--- src/rtl/fifo_cdc_core.sv ---
// rtl/fifo_cdc_core.sv - single-clock byte FIFO with gray-coded, synchronized write pointer
// Optional sticky overflow flag: define FIFO_CDC_OVERFLOW_FLAG_EN.
module fifo_cdc_core #(
    parameter bit XPERIMENTAL_LOW_LAT_CDC = 1'b0,
    parameter int DATA_WIDTH              = 8,
    parameter int ADDR_WIDTH              = 4
) (
    input  logic                  clkIn,
    input  logic                  rstIn,
    input  logic                  wrEnIn,
    input  logic [DATA_WIDTH-1:0] wrDataIn,
    output logic [DATA_WIDTH-1:0] rdDataOut,
    output logic                  rdDataValidOut,
    output logic                  fullOut,
`ifdef FIFO_CDC_OVERFLOW_FLAG_EN
    output logic                  emptyOut,
    output logic                  overflowOut
`else
    output logic                  emptyOut
`endif
);
    localparam int DEPTH       = 1 << ADDR_WIDTH;
    localparam int PW          = ADDR_WIDTH + 1;
    localparam int SYNC_STAGES = XPERIMENTAL_LOW_LAT_CDC ? 1 : 2;

    function automatic logic [PW-1:0] bin2gray(input logic [PW-1:0] b);
        return b ^ (b >> 1);
    endfunction

    function automatic logic [PW-1:0] gray2bin(input logic [PW-1:0] g);
        logic [PW-1:0] b;
        b[PW-1] = g[PW-1];
        for (int i = PW - 2; i >= 0; i--) begin
            b[i] = b[i+1] ^ g[i];
        end
        return b;
    endfunction

    logic [DATA_WIDTH-1:0] mem_q [DEPTH];
    logic [PW-1:0]         wr_ptr_q, wr_ptr_d;
    logic [PW-1:0]         rd_ptr_q, rd_ptr_d;
    logic [PW-1:0]         sync_q [SYNC_STAGES];
    logic [PW-1:0]         wr_ptr_sync;
    logic [PW-1:0]         occupancy;
    logic [DATA_WIDTH-1:0] rd_data_q;
    logic                  rd_valid_q;
    logic                  full;
    logic                  wr_fire;
    logic                  rd_fire;

    // Full uses the live read pointer; empty only sees the synchronized write pointer.
    assign occupancy   = wr_ptr_q - rd_ptr_q;
    assign full        = (occupancy == PW'(DEPTH));
    assign wr_ptr_sync = gray2bin(sync_q[SYNC_STAGES-1]);
    assign wr_fire     = wrEnIn && !full;
    assign rd_fire     = (wr_ptr_sync != rd_ptr_q);

    always_comb begin
        wr_ptr_d = wr_ptr_q;
        rd_ptr_d = rd_ptr_q;
        if (wr_fire) begin
            wr_ptr_d = wr_ptr_q + 1'b1;
        end
        if (rd_fire) begin
            rd_ptr_d = rd_ptr_q + 1'b1;
        end
    end

    always_ff @(posedge clkIn) begin
        if (!rstIn && wr_fire) begin
            mem_q[wr_ptr_q[ADDR_WIDTH-1:0]] <= wrDataIn;
        end
    end

    always_ff @(posedge clkIn) begin
        if (rstIn) begin
            wr_ptr_q <= '0;
            for (int i = 0; i < SYNC_STAGES; i++) begin
                sync_q[i] <= '0;
            end
        end else begin
            wr_ptr_q  <= wr_ptr_d;
            sync_q[0] <= bin2gray(wr_ptr_q);
            for (int i = 1; i < SYNC_STAGES; i++) begin
                sync_q[i] <= sync_q[i-1];
            end
        end
    end

    always_ff @(posedge clkIn) begin
        if (rstIn) begin
            rd_ptr_q   <= '0;
            rd_data_q  <= '0;
            rd_valid_q <= 1'b0;
        end else begin
            rd_ptr_q   <= rd_ptr_d;
            rd_valid_q <= rd_fire;
            if (rd_fire) begin
                rd_data_q <= mem_q[rd_ptr_q[ADDR_WIDTH-1:0]];
            end
        end
    end

`ifdef FIFO_CDC_OVERFLOW_FLAG_EN
    logic overflow_q;

    always_ff @(posedge clkIn) begin
        if (rstIn) begin
            overflow_q <= 1'b0;
        end else if (wrEnIn && full) begin
            overflow_q <= 1'b1;
        end
    end

    assign overflowOut = overflow_q;
`endif

    assign rdDataOut      = rd_data_q;
    assign rdDataValidOut = rd_valid_q;
    assign fullOut        = full;
    assign emptyOut       = !rd_fire;
endmodule

--- config.mk ---
export PLATFORM = sky130hd
export DESIGN_NAME = fifo_cdc_core
export DESIGN_NICKNAME = d
export VERILOG_FILES = /design/src/rtl/fifo_cdc_core.sv
export SDC_FILE = /design/constraint.sdc
export NUM_CORES = 1
export LEC_CHECK = 0
export ABC_AREA = 1
export BUFFER_PORTS_ARGS = -buffer_cell sky130_fd_sc_hd__buf_4
export CAP_MARGIN = 20
export CORE_MARGIN = 2
export CORE_UTILIZATION = 53
export DETAILED_ROUTE_END_ITERATION = 8
export HOLD_SLACK_MARGIN = 0.15
export PLACE_DENSITY = 0.72
export SLEW_MARGIN = 20
export SYNTH_ARGS = -nofsm -noshare
export SYNTH_HDL_FRONTEND = slang
export SYNTH_SLANG_ARGS = --single-unit
--- constraint.sdc ---
create_clock -name clkIn -period 2.9 [get_ports clkIn]
set_input_delay 0.29 -clock clkIn [delete_from_list [all_inputs] [get_ports clkIn]]
set_output_delay 0.29 -clock clkIn [all_outputs]
set_load 0.005 [all_outputs]
==> impl_metrics.tcl, run 1 <==
set metrics [dict create \
    status "finished, final reports clean" \
    antenna_found_initial 0 \
    grt_pass1_wl_um 25000 \
    core_area_um2 12570 \
    grt_max_degree 46 \
    worst_slew_pin_slew_ns 0.4970 \
    clockBufferDepth 2 \
    grt_use_total_pct 24.32 \
    synth_area_um2 6810 \
    leakage_uw 0.003104 \
    finalCriticalPeriod_ns 2.537 \
    die-width_um 117.4 \
    final_common_cell "edfxtp_1" \
    fin_skew_ns 0.005736 \
    cts_setup_buffers 0 \
    h-tree-depth 4 \
    rows 41 \
    cts_tree "built" \
    min_path_type "input pin to flip-flop" \
    arrival_ns 2.25 \
    grt.overflow.total 0 \
    syn_avg_cell_area_um2 10.27 \
    cts_hold_buf 0 \
    gp_congestion 0.9228 \
    slowest_delay_ns 0.42 \
    syn_to_final_growth_pct 15.40 \
    cts-resized-gates 0 \
    viasPerCell 5.538 \
    endpoint_kind "output pin" \
    synth_warnings 0 \
    crit_fanout 45 \
    cap_violations 0 \
    rsz0062_at_grt "no" \
    vias 4879 \
    syn-num-nets 688 \
    dr.pass1.iters 5 \
    critPathLaunchType "flip-flop" \
    power.density_nw_per_um2 904.1 \
    dpl.cell_count 849 \
    worstSetupPathType "flip-flop to output pin" \
    cts_buffers 17 \
    path_buf_inv 3 \
    finalSetupViolCount 0 \
    clock.fmax_mhz 394.2 \
    synth_cells 663 \
    dieArea_um2 13770 \
    ys_seq_elements 157 \
    ys_seq_area_share_pct 64.96 \
    final_util_pct 62.53 \
    insertedDiodeCount 0 \
    portBuffers 21 \
    first_global_vias 4696 \
    ant_nets 0 \
    synth.distinct_cells 26 \
    die_h_um 117.4 \
    critPathTopFamily "simple AND/OR/NAND/NOR gates" \
    hold_viol 0 \
    report.final.slew_viol_count 0 \
    clkTransAtPathRegs_ns 0.06 \
    routedWlPerCell_um 18.18 \
    drt_iter0_drc 508 \
    tns_ns 0 \
    hpwl_um 10660 \
    ir_drop_v 0.0006248 \
    io_pins 22 \
    wl_um 16020 \
    nets 721 \
    critPathSlowestCell "buf_4" \
    clk_latency_ns 0.42 \
    initial_core_util_pct 54.19 \
    drc_errors 0 \
    fin_cells 881 \
    layout_common_cells "edfxtp_1, nor2_1, nand2_1" \
    clock_sinks 157 \
    drive_gt1_share_pct 13.40 \
    crit_required_ns 2.61 \
    slew_headroom_pct 66.75 \
    final.period_utilization_pct 87.48 \
    cts_root_buf "clkbuf_16" \
    crit_path_cell_trace "buf_4, nand2_1, nand3_2, nand3_4, nor2_8, nand3_4, inv_1, buf_4" \
]
-- power by group --
group          switching (uW)  internal, uW  leakage [uW]  total [uW]
logic                    1400           666       0.00140        2070
registers                65.4          2560       0.00139        2620
clock network             841          1570      0.000317        2410
total                    2310          4800       0.00310        7100
-- area by class of cell --
cell class,instances,area (um2)
multi-input cells,421,2027
well taps,172,215.2
clock inverters,11,190.2
inverters,54,202.7
fillers,1008,4710
repair buffers,45,337.8
flip-flops and latches,157,4425
clock buffers,21,460.4
-- per-layer routing --
layer / global-route usage (%) / part of all wire [%]
met1: 32.47 / 43
met2: 37.61 / 47
met3: 6.907 / 7.6
met4: 10.24 / 2.7
met5: 0 / 0
-- tightest hold or removal path, stage by stage --
cell	delay (ns)
buf_4	0.12
nand3_1	0.07
a21oi_1	0.06
-- cells in the mapped netlist, drive strengths merged --
cell | number | area [um2]
nand3 | 34 | 220.2
nand3b | 1 | 7.510
clkbuf | 13 | 48.80
nand4 | 7 | 43.79
ha | 14 | 175.2
o22ai | 16 | 100.1
inv | 53 | 198.9
clkinv | 1 | 3.750
edfxtp | 128 | 3844
nor3 | 11 | 55.05
nand2 | 127 | 486.7
a21oi | 14 | 70.07
dfxtp | 29 | 580.6
xnor2 | 1 | 8.760
buf | 18 | 107.6
o21ai | 62 | 310.3
nor2 | 129 | 505.5
xor2 | 5 | 43.79
-- registers in the layout (all words and copies together), names as in the netlist --
register and cells:
mem_q 128, rd_ptr_q 5, sync_q 10, wr_ptr_q 5, rdDataValidOut 1, rdDataOut 8
-- cells by family (layout without fill, tap and decap cells) --
| family | Yosys count | in the layout | share of synthesized area, % |
|---|---|---|---|
| flops | 157 | 157 | 64.96 |
| simple gates | 309 | 309 | 19.36 |
| compound gates | 92 | 92 | 7.055 |
| buf+inv | 85 | 131 | 5.273 |
| fa+ha+maj | 14 | 14 | 2.572 |
| xor+xnor | 6 | 6 | 0.7716 |
-- metrics by stage --
| step | setup WS [ns] | hold WS, ns | total power [uW] | instance area [um2] |
|---|---|---|---|---|
| after floorplan | 0.09371 | 0.3883 | 4134 | 6810 |
| after global placement | 0.5194 | 0.3908 | 4664 | 7208 |
| after detailed placement | 0.4208 | 0.3930 | 4685 | 7208 |
| after CTS | 0.3527 | 0.1600 | 7111 | 7859 |
| after global routing | 0.1207 | 0.1696 | 7475 | 7859 |
| final | 0.3630 | 0.1731 | 7105 | 7859 |
-- worst paths after layout --
path / slack, ns / cells past startpoint / startpoint / to
min: 0.17 / 3 / wrEnIn / wr_ptr_q[2]
max: 0.36 / 8 / rd_ptr_q[0] / emptyOut
min reg2reg: 0.40 / 2 / sync_q[0][4] / sync_q[0][9]
max reg2reg: 0.38 / 12 / rd_ptr_q[3] / mem_q[11][4]
Note: power is estimated with default switching activity, not from simulation.
==> inputs of run 2 (changes only) <==
--- a/config.mk
+++ b/config.mk
@@ -9,10 +9,9 @@
 export BUFFER_PORTS_ARGS = -buffer_cell sky130_fd_sc_hd__buf_4
 export CAP_MARGIN = 20
 export CORE_MARGIN = 2
-export CORE_UTILIZATION = 53
+export CORE_UTILIZATION = 30
 export DETAILED_ROUTE_END_ITERATION = 8
 export HOLD_SLACK_MARGIN = 0.15
-export PLACE_DENSITY = 0.72
 export SLEW_MARGIN = 20
 export SYNTH_ARGS = -nofsm -noshare
 export SYNTH_HDL_FRONTEND = slang
==> constraint.sdc (replaced) <==
create_clock -name clkIn -period 3.3 [get_ports clkIn]
set_input_delay 0.33 -clock clkIn [delete_from_list [all_inputs] [get_ports clkIn]]
set_output_delay 0.33 -clock clkIn [all_outputs]
set_load 0.005 [all_outputs]
==> impl_metrics.tcl, run 2 (same netlist as run 1, synthesis figures left out) <==
set metrics [dict create \
    regArea_um2 4425 \
    fin_skew_ns 0.009990 \
    r2r_slack_ns 0.46 \
    cts-resized-gates 0 \
    insertedDiodeCount 0 \
    endpoint_kind "flip-flop" \
    critPathSlowestCell "nor2_1" \
    final_util_pct 35.53 \
    drive_gt1_share_pct 12.87 \
    dr.pass1.iters 7 \
    clk_latency_ns 0.43 \
    hold_slack_ns 0.2028 \
    final_cell_area_um2 7970 \
    dieArea_um2 23920 \
    cap_violations 0 \
    rows 55 \
    worstSetupPathType "flip-flop to flip-flop" \
    multiInputGateArea_um2 2027 \
    routedWlPerCell_um 16.79 \
    finalCriticalPeriod_ns 2.836 \
    drt_iter0_drc 454 \
    cpMostUsedCell "nand2_1" \
    grt_max_degree 43 \
    r2r_end "mem_q[11][6]" \
    path_buf_inv 2 \
    grt_use_total_pct 14.62 \
    grt.overflow.total 0 \
    hpwl_um 10950 \
    first_global_vias 4742 \
    wl_um 16660 \
    cts_root_buf "clkbuf_16" \
    slew_headroom_pct 49.80 \
    slowest_delay_ns 0.57 \
    place_area_um2 7342 \
    cts_tree "built" \
    fin_ws_ns 0.4637 \
    cts_hold_buf 0 \
    layout_common_cells "edfxtp_1, nor2_1, nand2_1" \
    crit_path_cell_trace "inv_1, ha_1, a21oi_1, nand2_1, o21ai_0, nand2_1, nand2_1, nand2_1, inv_1, nand2_1, nor2_1" \
    status "finished, final reports clean" \
    antenna_found_initial 0 \
    report.final.slew_viol_count 0 \
    critPathTopFamily "simple AND/OR/NAND/NOR gates" \
    clkTransAtPathRegs_ns 0.06 \
    ant_nets 0 \
    crit_fanout 11 \
    whs_path_depth 3 \
    vias 4749 \
    min_from "wrEnIn" \
    gp_congestion 0.8313 \
    grt_pass1_wl_um 26000 \
    finalSetupViolCount 0 \
    die-width_um 154.7 \
    final.period_utilization_pct 85.95 \
    whs_endpoint "wr_ptr_q[4]" \
    die_h_um 154.7 \
    nets 720 \
    syn_to_final_growth_pct 17.03 \
    tns_ns 0 \
    h-tree-depth 4 \
    core_area_um2 22430 \
    power.density_nw_per_um2 781.5 \
    clockBufferDepth 2 \
    min_path_type "input pin to flip-flop" \
    ir_drop_v 0.0004370 \
    critPathLaunchType "flip-flop" \
    crit_required_ns 3.37 \
    cts_setup_buffers 0 \
    arrival_ns 2.90 \
    worst_slew_pin_slew_ns 0.7519 \
    r2r-start "rd_ptr_q[3]" \
    portBuffers 21 \
    rsz0062_at_grt "no" \
    largest_register_ff_count 128 \
    leakage_uw 0.003074 \
    cts_buffers 17 \
    io_pins 22 \
    clock.fmax_mhz 352.6 \
    fillers 2215 \
    final_common_cell "edfxtp_1" \
    viasPerCell 4.787 \
    initial_core_util_pct 30.36 \
    drc_errors 0 \
    pre_cts_slack_ns 0.4542 \
    reg2reg_depth 11 \
    hold_viol 0 \
    clock_sinks 157 \
    critical_path_depth 11 \
]
==> run 2: cell type report <==
type / instances / area share [%]
multi-input cells: 421 / 25.43
flip-flops and latches: 157 / 55.53
clock inverters: 12 / 2.449
repair buffers: 44 / 4.144
clock buffers: 19 / 5.432
well taps: 285 / 4.474
inverters: 54 / 2.543
==> run 2: worst max path at each step <==
stage / startpoint / to / slack [ns]
floorplan: rd_ptr_q[1] / mem_q[0][0] / 0.49
global placement: rd_ptr_q[3] / mem_q[7][4] / 0.57
detailed placement: rd_ptr_q[3] / mem_q[11][2] / 0.45
CTS: rd_ptr_q[3] / mem_q[11][6] / 0.45
global route: rd_ptr_q[3] / mem_q[13][2] / 0.18
finish: rd_ptr_q[3] / mem_q[11][6] / 0.46
==> run 2: stage by stage <==
stage	instances	power, uW
6_report	992	6229
5_1_grt	992	6596
4_1_cts	992	6281
3_5_place_dp	961	4184
3_3_place_gp	961	4185
2_1_floorplan	663	3633
==> run 2: tightest hold or removal path, cell delays in order <==
cell and delay [ns]:
buf_4 0.12, nand3_1 0.07, a21oi_1 0.06
==> run 2: report_power, final <==
| part | total [uW] | switching [uW] | internal (uW) |
|---|---|---|---|
| Sequential | 2300 | 54.4 | 2250 |
| Clock | 2100 | 765 | 1330 |
| Combinational | 1830 | 1210 | 622 |
==> run 2: per-layer routing <==
layer	vias to the layer above	wire length, um	global-route usage (%)	part of all wire [%]
li1	2299	-	-	-
met1	2261	7044	17.83	42
met2	153	8262	24.30	50
met3	36	854	3.895	5.1
met4	0	495	6.658	3.0
met5	-	0	0	0
==> inputs of run 3 (changes only) <==
--- a/config.mk
+++ b/config.mk
@@ -9,9 +9,10 @@
 export BUFFER_PORTS_ARGS = -buffer_cell sky130_fd_sc_hd__buf_4
 export CAP_MARGIN = 20
 export CORE_MARGIN = 2
-export CORE_UTILIZATION = 30
+export CORE_UTILIZATION = 60
 export DETAILED_ROUTE_END_ITERATION = 8
 export HOLD_SLACK_MARGIN = 0.15
+export PLACE_DENSITY = 0.77
 export SLEW_MARGIN = 20
 export SYNTH_ARGS = -nofsm -noshare
 export SYNTH_HDL_FRONTEND = slang
==> constraint.sdc (replaced) <==
create_clock -name clkIn -period 3.6 [get_ports clkIn]
set_input_delay 0.36 -clock clkIn [delete_from_list [all_inputs] [get_ports clkIn]]
set_output_delay 0.36 -clock clkIn [all_outputs]
set_load 0.005 [all_outputs]
==> impl_metrics.tcl, run 3 (same netlist as run 1, synthesis figures left out) <==
set metrics [dict create \
    status "finished, final reports clean" \
    gp_congestion 0.8964 \
    vias 4927 \
    path_buf_inv 4 \
    largest_register_ff_count 128 \
    pre_cts_slack_ns 0.8131 \
    dr.pass1.iters 6 \
    worstSetupPathType "flip-flop to output pin" \
    grt_max_degree 71 \
    fillers 757 \
    arrival_ns 2.73 \
    cts_buffers 17 \
    crit_required_ns 3.24 \
    critPathLaunchType "flip-flop" \
    wl_um 16060 \
    final_util_pct 70.45 \
    io_pins 22 \
    slew_headroom_pct 52.02 \
    pwr-share-clk_pct 32.0 \
    whs_path_depth 2 \
    insertedDiodeCount 0 \
    crit_fanout 70 \
    clock.fmax_mhz 323.3 \
    hold_slack_ns 0.2268 \
    cap_violations 0 \
    hold_viol 0 \
    min_path_type "input pin to flip-flop" \
    report.final.slew_viol_count 0 \
    ant_nets 0 \
    drt_iter0_drc 509 \
    rsz0062_at_grt "no" \
    viasPerCell 5.859 \
    p_sw_share_pct 35.38 \
    critPathTopFamily "buffers and inverters" \
    switching_power_uw 1959 \
    leakage_uw 0.003030 \
    portBuffers 21 \
    r2r_end "mem_q[11][6]" \
    regArea_um2 4425 \
    grt_use_total_pct 27.34 \
    tns_ns 0 \
    reg2reg_depth 11 \
    cts_hold_buf 0 \
    cts_root_buf "clkbuf_16" \
    worst_slew_pin_slew_ns 0.7198 \
    cts-resized-gates 0 \
    finalSetupViolCount 0 \
    power.density_nw_per_um2 718.9 \
    internal-power_uw 3579 \
    nets 713 \
    clk_latency_ns 0.42 \
    clkTransAtPathRegs_ns 0.07 \
    endpoint_kind "output pin" \
    drc_errors 0 \
    h-tree-depth 4 \
    power_frac_comb_pct 30.0 \
    rows 38 \
    ir_drop_v 0.0008395 \
    initial_core_util_pct 62.28 \
    final_common_cell "edfxtp_1" \
    routedWlPerCell_um 19.10 \
    clock_sinks 157 \
    clockBufferDepth 2 \
    multiInputGateArea_um2 2027 \
    grt.overflow.total 0 \
    final.period_utilization_pct 85.91 \
    first_global_vias 4835 \
    r2r_slack_ns 0.75 \
    cts_setup_buffers 0 \
    drive_gt1_share_pct 12.70 \
    cpMostUsedCell "buf_4" \
    die-width_um 110.5 \
    fin_ws_ns 0.5074 \
    fin_skew_ns 0.01012 \
    dieArea_um2 12220 \
    min_from "rstIn" \
    core_area_um2 10940 \
    syn_to_final_growth_pct 13.12 \
    r2r-start "rd_ptr_q[3]" \
    cts_tree "built" \
    grt_pass1_wl_um 25630 \
    finalCriticalPeriod_ns 3.093 \
    whs_endpoint "rd_ptr_q[4]" \
    critPathSlowestCell "buf_4" \
    crit_path_cell_trace "buf_4, inv_2, nand2_2, nand2_1, nand3_2, nand3_4, inv_1, buf_4" \
    layout_common_cells "edfxtp_1, nor2_1, nand2_1" \
    antenna_found_initial 0 \
    seqPwrFrac_pct 38.0 \
    hpwl_um 10320 \
    die_h_um 110.5 \
    slowest_delay_ns 0.57 \
]
[run 3: cell types whose count changed in the layout (fill, tap and decap cells not counted), sizes merged]
cell    delta
buf        -7
inv       +10
bufinv     -4
clkbuf     -2
clkinv     -3
[run 3: stage by stage]
step | cell area (um2) | cells | total power, uW
after floorplan | 6810 | 663 | 3331
after global placement | 7108 | 809 | 3716
after detailed placement | 7108 | 809 | 3749
after CTS | 7704 | 841 | 5528
after global routing | 7704 | 841 | 5835
final | 7704 | 841 | 5538
[run 3: how the worst max path moves through the flow]
| stage | start | end | slack (ns) | depth (start not counted) |
|---|---|---|---|---|
| 2_1_floorplan | rd_ptr_q[1] | mem_q[0][0] | 0.79 | 14 |
| 3_3_place_gp | rd_ptr_q[3] | mem_q[12][1] | 0.95 | 11 |
| 3_5_place_dp | rd_ptr_q[3] | mem_q[11][2] | 0.81 | 11 |
| 4_1_cts | rd_ptr_q[0] | emptyOut | 0.53 | 8 |
| 5_1_grt | rd_ptr_q[0] | emptyOut | 0.33 | 8 |
| 6_report | rd_ptr_q[0] | emptyOut | 0.51 | 8 |
[run 3: area by class of cell]
type                            count  area share, %
Clock buffer                       17          5.522
Clock inverter                     15          2.209
Inverter                           54          2.631
Multi-Input combinational cell    421          26.31
Sequential cell                   157          57.45
Tap cell                          140          2.274
Timing Repair Buffer               37          3.606
[run 3: power by group through the flow]
stage / sequential [uW] / clock [uW] / combinational, uW
after floorplan: 2140 / 0 / 1190
after global placement: 2140 / 0 / 1580
after detailed placement: 2140 / 0 / 1600
after CTS: 2110 / 1790 / 1630
after global routing: 2120 / 1870 / 1850
final: 2110 / 1770 / 1660
[run 3: per-layer routing]
layer,GRT usage [%],vias up,part of all wire (%),wire (um)
met4,10.25,0,2.9,466
met3,6.861,44,10,1622
met1,36.42,2295,39,6323
li1,-,2299,-,-
met2,43.80,289,48,7650
met5,0,-,0,0
